File: src/rtl/wb_arbiter_if.sv
// Bus bundle for the writeback arbiter: two result sources in, one
// registered register-file write port out.
interface wb_arbiter_if;
  logic        alu_valid;
  logic [4:0]  alu_rd;
  logic [31:0] alu_data;
  logic        alu_ready;
  logic        mdu_valid;
  logic [4:0]  mdu_rd;
  logic [31:0] mdu_data;
  logic        mdu_ready;
  logic        reg_write;
  logic [4:0]  write_reg;
  logic [31:0] write_data;
  logic        busy;
  logic [7:0]  drop_count;

  // Handshake: a source transfer happens on a rising clk edge where
  // valid && ready; ready depends only on arbiter state, never on valid.
  modport slave (
    input  alu_valid, alu_rd, alu_data, mdu_valid, mdu_rd, mdu_data,
    output alu_ready, mdu_ready, reg_write, write_reg, write_data, busy,
    output drop_count
  );

  modport master (
    output alu_valid, alu_rd, alu_data, mdu_valid, mdu_rd, mdu_data,
    input  alu_ready, mdu_ready, reg_write, write_reg, write_data, busy,
    input  drop_count
  );
endinterface

File: src/rtl/wb_arbiter.sv
// Writeback arbiter: one holding register per source, age/round-robin
// grant into a registered register-file write port, x0 writes dropped.
module wb_arbiter (
  input  logic         clk,
  input  logic         reset,
  wb_arbiter_if.slave  bus
);

  typedef struct packed {
    logic        valid;
    logic [4:0]  rd;
    logic [31:0] data;
    logic        older;
  } hold_t;

  hold_t       alu_q;
  hold_t       mdu_q;
  logic        mdu_last;
  logic        reg_write_q;
  logic [4:0]  write_reg_q;
  logic [31:0] write_data_q;
  logic [7:0]  drop_count_q;

  logic        alu_xfer;
  logic        mdu_xfer;
  logic        alu_load;
  logic        mdu_load;
  logic        alu_drop;
  logic        mdu_drop;
  logic        grant_alu;
  logic        grant_mdu;
  logic        rr_update;
  logic        alu_stays;
  logic        mdu_stays;
  logic [8:0]  drop_sum;

  assign bus.alu_ready  = !alu_q.valid;
  assign bus.mdu_ready  = !mdu_q.valid;
  assign bus.reg_write  = reg_write_q;
  assign bus.write_reg  = write_reg_q;
  assign bus.write_data = write_data_q;
  assign bus.drop_count = drop_count_q;
  assign bus.busy       = alu_q.valid | mdu_q.valid | reg_write_q;

  assign alu_xfer = bus.alu_valid && !alu_q.valid;
  assign mdu_xfer = bus.mdu_valid && !mdu_q.valid;
  assign alu_load = alu_xfer && (bus.alu_rd != 5'd0);
  assign mdu_load = mdu_xfer && (bus.mdu_rd != 5'd0);
  assign alu_drop = alu_xfer && (bus.alu_rd == 5'd0);
  assign mdu_drop = mdu_xfer && (bus.mdu_rd == 5'd0);

  // Same-rd contention is settled by age so writes land in acceptance
  // order; only different-rd contention consults the round-robin pointer.
  always_comb begin
    grant_alu = 1'b0;
    grant_mdu = 1'b0;
    rr_update = 1'b0;
    if (alu_q.valid && mdu_q.valid) begin
      if (alu_q.rd == mdu_q.rd) begin
        grant_alu = alu_q.older;
      end else begin
        grant_alu = mdu_last;
        rr_update = 1'b1;
      end
      grant_mdu = !grant_alu;
    end else begin
      grant_alu = alu_q.valid;
      grant_mdu = mdu_q.valid;
    end
  end

  assign alu_stays = alu_q.valid && !grant_alu;
  assign mdu_stays = mdu_q.valid && !grant_mdu;
  assign drop_sum  = {1'b0, drop_count_q} + {8'd0, alu_drop} + {8'd0, mdu_drop};

  // A new entry is older when the other slot is empty after this edge;
  // on simultaneous loads the ALU entry is the older one.
  always_ff @(posedge clk or posedge reset) begin
    if (reset) begin
      alu_q        <= '0;
      mdu_q        <= '0;
      mdu_last     <= 1'b1;
      reg_write_q  <= 1'b0;
      write_reg_q  <= 5'd0;
      write_data_q <= 32'd0;
      drop_count_q <= 8'd0;
    end else begin
      if (grant_alu) begin
        alu_q.valid <= 1'b0;
        alu_q.older <= 1'b0;
      end else if (alu_load) begin
        alu_q.valid <= 1'b1;
        alu_q.rd    <= bus.alu_rd;
        alu_q.data  <= bus.alu_data;
        alu_q.older <= !mdu_stays;
      end else if (grant_mdu && alu_q.valid) begin
        alu_q.older <= 1'b1;
      end

      if (grant_mdu) begin
        mdu_q.valid <= 1'b0;
        mdu_q.older <= 1'b0;
      end else if (mdu_load) begin
        mdu_q.valid <= 1'b1;
        mdu_q.rd    <= bus.mdu_rd;
        mdu_q.data  <= bus.mdu_data;
        mdu_q.older <= !(alu_stays || alu_load);
      end else if (grant_alu && mdu_q.valid) begin
        mdu_q.older <= 1'b1;
      end

      if (rr_update) begin
        mdu_last <= grant_mdu;
      end

      reg_write_q <= grant_alu || grant_mdu;
      if (grant_alu) begin
        write_reg_q  <= alu_q.rd;
        write_data_q <= alu_q.data;
      end else if (grant_mdu) begin
        write_reg_q  <= mdu_q.rd;
        write_data_q <= mdu_q.data;
      end

      drop_count_q <= drop_sum[8] ? 8'hff : drop_sum[7:0];
    end
  end

endmodule

File: src/flat_wrapper.sv
// flat-port wrapper written by rule: the top's interface ports become plain ports
module wb_arbiter_flat 
  (clk, reset, bus_alu_valid, bus_alu_rd, bus_alu_data, bus_mdu_valid, bus_mdu_rd, bus_mdu_data, bus_alu_ready, bus_mdu_ready, bus_reg_write, bus_write_reg, bus_write_data, bus_busy, bus_drop_count);
  wb_arbiter_if bus_i ();
  input  logic clk;
  input  logic reset;
  input wire logic [$bits(bus_i.alu_valid)-1:0] bus_alu_valid;
  input wire logic [$bits(bus_i.alu_rd)-1:0] bus_alu_rd;
  input wire logic [$bits(bus_i.alu_data)-1:0] bus_alu_data;
  input wire logic [$bits(bus_i.mdu_valid)-1:0] bus_mdu_valid;
  input wire logic [$bits(bus_i.mdu_rd)-1:0] bus_mdu_rd;
  input wire logic [$bits(bus_i.mdu_data)-1:0] bus_mdu_data;
  output wire logic [$bits(bus_i.alu_ready)-1:0] bus_alu_ready;
  output wire logic [$bits(bus_i.mdu_ready)-1:0] bus_mdu_ready;
  output wire logic [$bits(bus_i.reg_write)-1:0] bus_reg_write;
  output wire logic [$bits(bus_i.write_reg)-1:0] bus_write_reg;
  output wire logic [$bits(bus_i.write_data)-1:0] bus_write_data;
  output wire logic [$bits(bus_i.busy)-1:0] bus_busy;
  output wire logic [$bits(bus_i.drop_count)-1:0] bus_drop_count;
  assign bus_i.alu_valid = bus_alu_valid;
  assign bus_i.alu_rd = bus_alu_rd;
  assign bus_i.alu_data = bus_alu_data;
  assign bus_i.mdu_valid = bus_mdu_valid;
  assign bus_i.mdu_rd = bus_mdu_rd;
  assign bus_i.mdu_data = bus_mdu_data;
  assign bus_alu_ready = bus_i.alu_ready;
  assign bus_mdu_ready = bus_i.mdu_ready;
  assign bus_reg_write = bus_i.reg_write;
  assign bus_write_reg = bus_i.write_reg;
  assign bus_write_data = bus_i.write_data;
  assign bus_busy = bus_i.busy;
  assign bus_drop_count = bus_i.drop_count;
  wb_arbiter u_core (.clk(clk), .reset(reset), .bus(bus_i));
endmodule
File: config.mk
export PLATFORM = sky130hd
export DESIGN_NAME = wb_arbiter_flat
export DESIGN_NICKNAME = d
export VERILOG_FILES = /design/src/rtl/wb_arbiter_if.sv /design/src/rtl/wb_arbiter.sv /design/src/flat_wrapper.sv
export SDC_FILE = /design/constraint.sdc
export NUM_CORES = 1
export LEC_CHECK = 0
export ABC_AREA = 0
export CAP_MARGIN = 20
export CORE_ASPECT_RATIO = 0.8
export CORE_UTILIZATION = 34
export DETAILED_ROUTE_END_ITERATION = 16
export PLACE_DENSITY_LB_ADDON = 0.08
export SLEW_MARGIN = 20
export SYNTH_ARGS = -nofsm -noshare
export SYNTH_HDL_FRONTEND = slang
export SYNTH_SLANG_ARGS = --single-unit
File: constraint.sdc
create_clock -name clk -period 3.6 [get_ports clk]
set_input_delay 0.36 -clock clk [delete_from_list [all_inputs] [get_ports clk]]
set_output_delay 0.36 -clock clk [all_outputs]
set_load 0.01 [all_outputs]
==> results of run 1 <==
-- power by group --
group          total, mW  internal [mW]  leakage [nW]  switching (mW)
clock               1.59           1.00         0.277           0.582
sequential          2.23           1.92          1.47           0.307
combinational       1.89           1.11          1.23           0.781
total               5.71           4.04          2.98            1.67
-- synthesized netlist by cell type --
master    instances
a31o_1            1
a22o_1            4
nand2_1           8
xnor2_1           8
o21ai_2           1
a31oi_2           1
a31o_2            1
a221o_2           4
a31oi_1           1
buf_8             3
nor2_1            5
o21ai_1           1
inv_1             7
o31ai_1           1
dfrtp_1         123
or4_1             2
mux2_1            5
or3_1             1
and3_1            2
mux2_2           71
buf_6             1
a21o_1            1
a21oi_1           4
clkbuf_1          5
nand3_1           2
nor2b_1           6
dfstp_2           1
buf_2            10
fa_1              1
o21ai_0           5
and2_1           33
a221o_1          30
or3_4             1
o211ai_1          1
-- logic make-up after synthesis --
group                      Yosys count  share of synthesized area, %
and+or+nand+nor                     60                          6.89
DFF                                124                          61.5
xor gates and xnor gates             8                          1.39
buffers and inverters               26                          3.00
AOI/OAI and AO/OA                   56                          9.87
adders and majority gates            1                         0.397
muxes                               76                          17.0
-- cell type report --
class	count	area [sq um]	area share [%]
sequential	124	3100	43.8
tap	184	230	3.25
multi-input combinational	201	1820	25.7
timing repair buffer	136	1350	19.0
clock inverter	8	67.6	0.953
inverter	7	30.0	0.424
clock buffer	22	484	6.83
-- per-layer routing --
| metal | track usage, % | share of wire [%] | up-vias |
|---|---|---|---|
| met5 | 0 | 0 | - |
| met4 | 7.64 | 1.5 | 0 |
| met3 | 5.31 | 5.6 | 12 |
| met2 | 26.0 | 45 | 90 |
| met1 | 23.9 | 48 | 1710 |
| li1 | - | - | 1548 |
-- through the flow --
| step | utilization, % | area [sq um] | hold WS [ps] |
|---|---|---|---|
| 3_5_place_dp | 45.4 | 6540 | 481 |
| 2_1_floorplan | - | 5050 | 465 |
| 3_3_place_gp | 45.4 | 6540 | 477 |
| 4_1_cts | 49.2 | 7090 | 472 |
| 5_1_grt | 49.2 | 7090 | 496 |
| 6_report | 49.2 | 7090 | 457 |
-- path summary, 6_finish.rpt --
path                       cells after the start                   endpoint  slack, ps
setup / recovery                              10   u_core.bus.drop_count[1]        730
hold reg to reg                                1            u_core.mdu_last        490
min in group clk                               1            u_core.mdu_last        490
max in group asynchronous                      3            u_core.mdu_last       2320
setup reg to reg                               8   u_core.bus.drop_count[1]        950
hold / removal                                 2  u_core.bus.write_data[25]        460
==> flow_metrics.tcl, run 1 <==
set metrics [dict create \
    path_delay_family "simple AND/OR/NAND/NOR gates" \
    hold_viol_final 0 \
    crit_chain "clkdlybuf4s50_1 > or4_1 > nor2_1 > nand2_1 > fa_1 > nor2b_1 > and3_1 > and3_1 > nand3_1 > o21ai_0" \
    dieArea_sq_um 15300 \
    fin_ws_ps 726 \
    syn_area_per_cell_sq_um 14.4 \
    clkTransAtPathRegs_ps 50 \
    synth_area_sq_um 5050 \
    core_sq_um 14400 \
    timing.fmax_mhz 348 \
    period_share_pct 79.8 \
    r2r-start "u_core.alu_q[38]" \
    finalNetCount 566 \
    antennaDiodeCount 0 \
    hold_path_class "in2async" \
    ys_ff_latch 124 \
    cp.arrival_ps 3200 \
    cp.required_ps 3930 \
    crit_type "in2reg" \
    hold_buffers 0 \
    peakVddDrop_v 0.000342 \
    setup_viol 0 \
    ys_types 34 \
    clk_latency_ps 420 \
    ctsResizeCount 0 \
    drt-total-wl_um 12200 \
    finalSetupTns_ps 0 \
    top_register "u_core.alu_q" \
    seq_area_frac_synth_pct 61.5 \
    dp_slack_ps 269 \
    antenna_found_initial 0 \
    outcome "finished, violations left" \
    final_cell_mix "126 x clkdlybuf4s50_1, 123 x dfrtp_1, 71 x mux2_2, 33 x and2_1, 30 x a221o_1" \
    tightest_slew_ps 813 \
    first_global_vias 3659 \
    final_common_cell "clkdlybuf4s50_1" \
    crit_start "bus_mdu_rd[1]" \
    fillers 1257 \
    track_usage_pct 17.6 \
    root_buffer "clkbuf_16" \
    grt_max_degree 68 \
    wl_per_cell_um 17.9 \
    cellPowerDensity_nw_per_um2 805 \
    drive_gt1_share_pct 24.7 \
    cp_slowest_stage_delay_ps 590 \
    area_delta_synth_final_pct 40.4 \
    power.total_mw 5.71 \
    postRouteAntennaNets 0 \
    cp-start-kind "input port" \
    final.setup_skew_ps 9.74 \
    dieWidth_um 138 \
    synth_area_leaders "dfrtp_1 61%, mux2_2 16%, a221o_1 5.9%, and2_1 4.1%, xnor2_1 1.4%" \
    largest_reg_flops 39 \
    grt_first_pass_wirelength_um 20100 \
    finalCriticalPeriod_ps 2870 \
    initial_utilization_pct 35.1 \
    drc 14 \
    critPathMostFrequentCell "and3_1" \
    cts_sinks 124 \
    instances_no_fill 682 \
    dr_total_vias 3360 \
    yosys_warnings 0 \
    firstDrtPassIters 10 \
    post-dp-hpwl_um 7760 \
    rows 39 \
    vias_per_cell 4.93 \
    gp_congestion 0.736 \
    synth.largest_area_cell "dfrtp_1" \
    critPathBufInv 1 \
    grt_setup_unrepaired "false" \
    maxCapViolCount 0 \
    finalMaxSlewViolations 0 \
    gr-total-overflow 0 \
    cts_buffers 17 \
    drt_iter0_markers 167 \
    syn_nets 430 \
    slowest_stage "or4_1" \
    slew-limit-headroom_pct 45.7 \
    postCtsSetupBuffers 0 \
    synth_cells 351 \
    clockBufferDepth 2 \
    dp.cells 652 \
    die_h_um 111 \
    htreeDepth 4 \
    synth_top_area_share_pct 61.0 \
    port_buffers 126 \
    violations "design-rule violations" \
    critPathMaxFanout 6 \
    ios 127 \
    end_kind "register" \
    p_leak_nw 2.98 \
    cts_tree "done" \
]
Note: power is estimated with default switching activity, not from simulation.
==> inputs of run 2 (changes only) <==
==> constraint.sdc (replaced) <==
create_clock -name clk -period 2.6 [get_ports clk]
set_input_delay 0.26 -clock clk [delete_from_list [all_inputs] [get_ports clk]]
set_output_delay 0.26 -clock clk [all_outputs]
set_load 0.01 [all_outputs]
==> run 2 against run 1 <==
The run still ends with design-rule violations left. Register-to-register slack got worse by 630 ps. Clock-buffer cell count increased by 4. Via count about the same. Wire length decreased by 2.8%. Worst setup slack got worse by 560 ps. Clock power increased by 59%. Utilization increased by 1.7 points. Design area increased by 3.5%. First-iteration DRC count decreased by 25%. Critical endpoint is now u_core.bus.drop_count[6]. Largest cell class unchanged.
==> flow_metrics.tcl, run 2 (synthesized netlist as in run 1, its figures left out) <==
set metrics [dict create \
    outcome "finished, violations left" \
    violations "design-rule violations" \
    setup_viol 0 \
    cts_buffers 17 \
    firstDrtPassIters 10 \
    timing.fmax_mhz 412 \
    wl_per_cell_um 17.1 \
    rrSetupSlack_ps 320 \
    final_common_cell "clkdlybuf4s50_1" \
    top_register "u_core.alu_q" \
    vias_per_cell 4.83 \
    root_buffer "clkbuf_16" \
    maxCapViolCount 0 \
    fillers 1238 \
    final.setup_skew_ps 5.92 \
    final_cell_mix "126 x clkdlybuf4s50_1, 123 x dfrtp_1, 71 x mux2_2, 33 x and2_1, 30 x a221o_1" \
    finalCriticalPeriod_ps 2430 \
    reg2reg_depth 6 \
    fin_hold_ws_ps 160 \
    htreeDepth 4 \
    clkTransAtPathRegs_ps 50 \
    power.total_mw 8.29 \
    antennaDiodeCount 0 \
    dieArea_sq_um 15300 \
    fin_ws_ps 171 \
    clk_latency_ps 410 \
    ios 127 \
    cp-start-kind "input port" \
    period_share_pct 93.4 \
    peakVddDrop_v 0.000460 \
    drt-total-wl_um 11900 \
    postRouteAntennaNets 0 \
    core_sq_um 14400 \
    antenna_found_initial 0 \
    first_global_vias 3683 \
    drc 14 \
    area_delta_synth_final_pct 45.3 \
    dieWidth_um 138 \
    finalMaxSlewViolations 0 \
    cellPowerDensity_nw_per_um2 1130 \
    fin_util_pct 51.0 \
    track_usage_pct 17.1 \
    clockBufferDepth 2 \
    postCtsSetupBuffers 0 \
    hold_path_class "in2async" \
    die_h_um 111 \
    post-dp-hpwl_um 7680 \
    reg2reg_to "u_core.bus.write_data[28]" \
    largest_reg_flops 39 \
    hold_viol_final 0 \
    rows 39 \
    crit_type "in2reg" \
    cp.arrival_ps 2770 \
    tightest_slew_ps 460 \
    grt_first_pass_wirelength_um 19800 \
    gr-total-overflow 0 \
    dr_total_vias 3363 \
    critPathMaxFanout 4 \
    cts_sinks 124 \
    dp_slack_ps -335 \
    drt_iter0_markers 126 \
    finalNetCount 578 \
    port_buffers 126 \
    drive_gt1_share_pct 26.6 \
    gp_congestion 0.759 \
    cp.required_ps 2940 \
    p_leak_nw 3.10 \
    end_kind "register" \
    slew-limit-headroom_pct 69.3 \
    grt_max_degree 65 \
    r2r-start "u_core.alu_q[36]" \
    initial_utilization_pct 35.1 \
    cts_tree "done" \
]
[run 2: final cells by class]
type                       instances  area (sq um)  share of cell area [%]
clock inverter                     6           130                    1.77
multi-input combinational        201          1830                    24.9
timing repair buffer             148          1500                    20.5
tap                              184           230                    3.14
sequential                       124          3100                    42.3
clock buffer                      26           509                    6.94
inverter                           7          30.0                   0.409
[run 2: critical path, stage by stage]
cell	delay (ps)
clkdlybuf4s50_1	420
or4_1	560
nor2_2	160
nand2_1	90
fa_1	420
nor2b_1	160
and3_1	190
and3_1	240
buf_4	140
nor2_1	30
a21oi_1	110
[run 2: per-stage QoR]
stage               std cells  area (sq um)  TNS (ps)
global route              696          7330     -3.89
detailed placement        664          6690     -2340
finish                    696          7330         0
global placement          664          6690     -1800
floorplan                 351          5050         0
CTS                       696          7330         0
[run 2: how the worst max path moves through the flow]
stage	startpoint	cells past startpoint	end
2_1_floorplan	bus_mdu_rd[1]	9	u_core.bus.drop_count[3]
3_3_place_gp	bus_mdu_rd[1]	10	u_core.bus.drop_count[5]
3_5_place_dp	bus_mdu_rd[1]	10	u_core.bus.drop_count[3]
4_1_cts	bus_mdu_rd[1]	10	u_core.bus.drop_count[3]
5_1_grt	bus_mdu_rd[1]	10	u_core.bus.drop_count[3]
6_report	bus_mdu_rd[1]	11	u_core.bus.drop_count[6]
[run 2: report_power, final]
| group | switching [mW] | internal, mW |
|---|---|---|
| logic | 1.09 | 1.60 |
| registers | 0.410 | 2.66 |
| clock network | 0.804 | 1.73 |
| total | 2.30 | 5.99 |
[run 2: repair_timing]
item	4_1_cts	5_1_grt
resized for setup	0	2
setup endpoints to repair	0	7
hold buffers	0	0
[run 2: per-layer routing]
metal	GRT usage (%)	wire, um	vias to the layer above
met1	22.0	5570	1665
li1	-	-	1576
met4	6.52	183	0
met3	5.96	801	17
met2	26.5	5330	105
met5	0	0	-
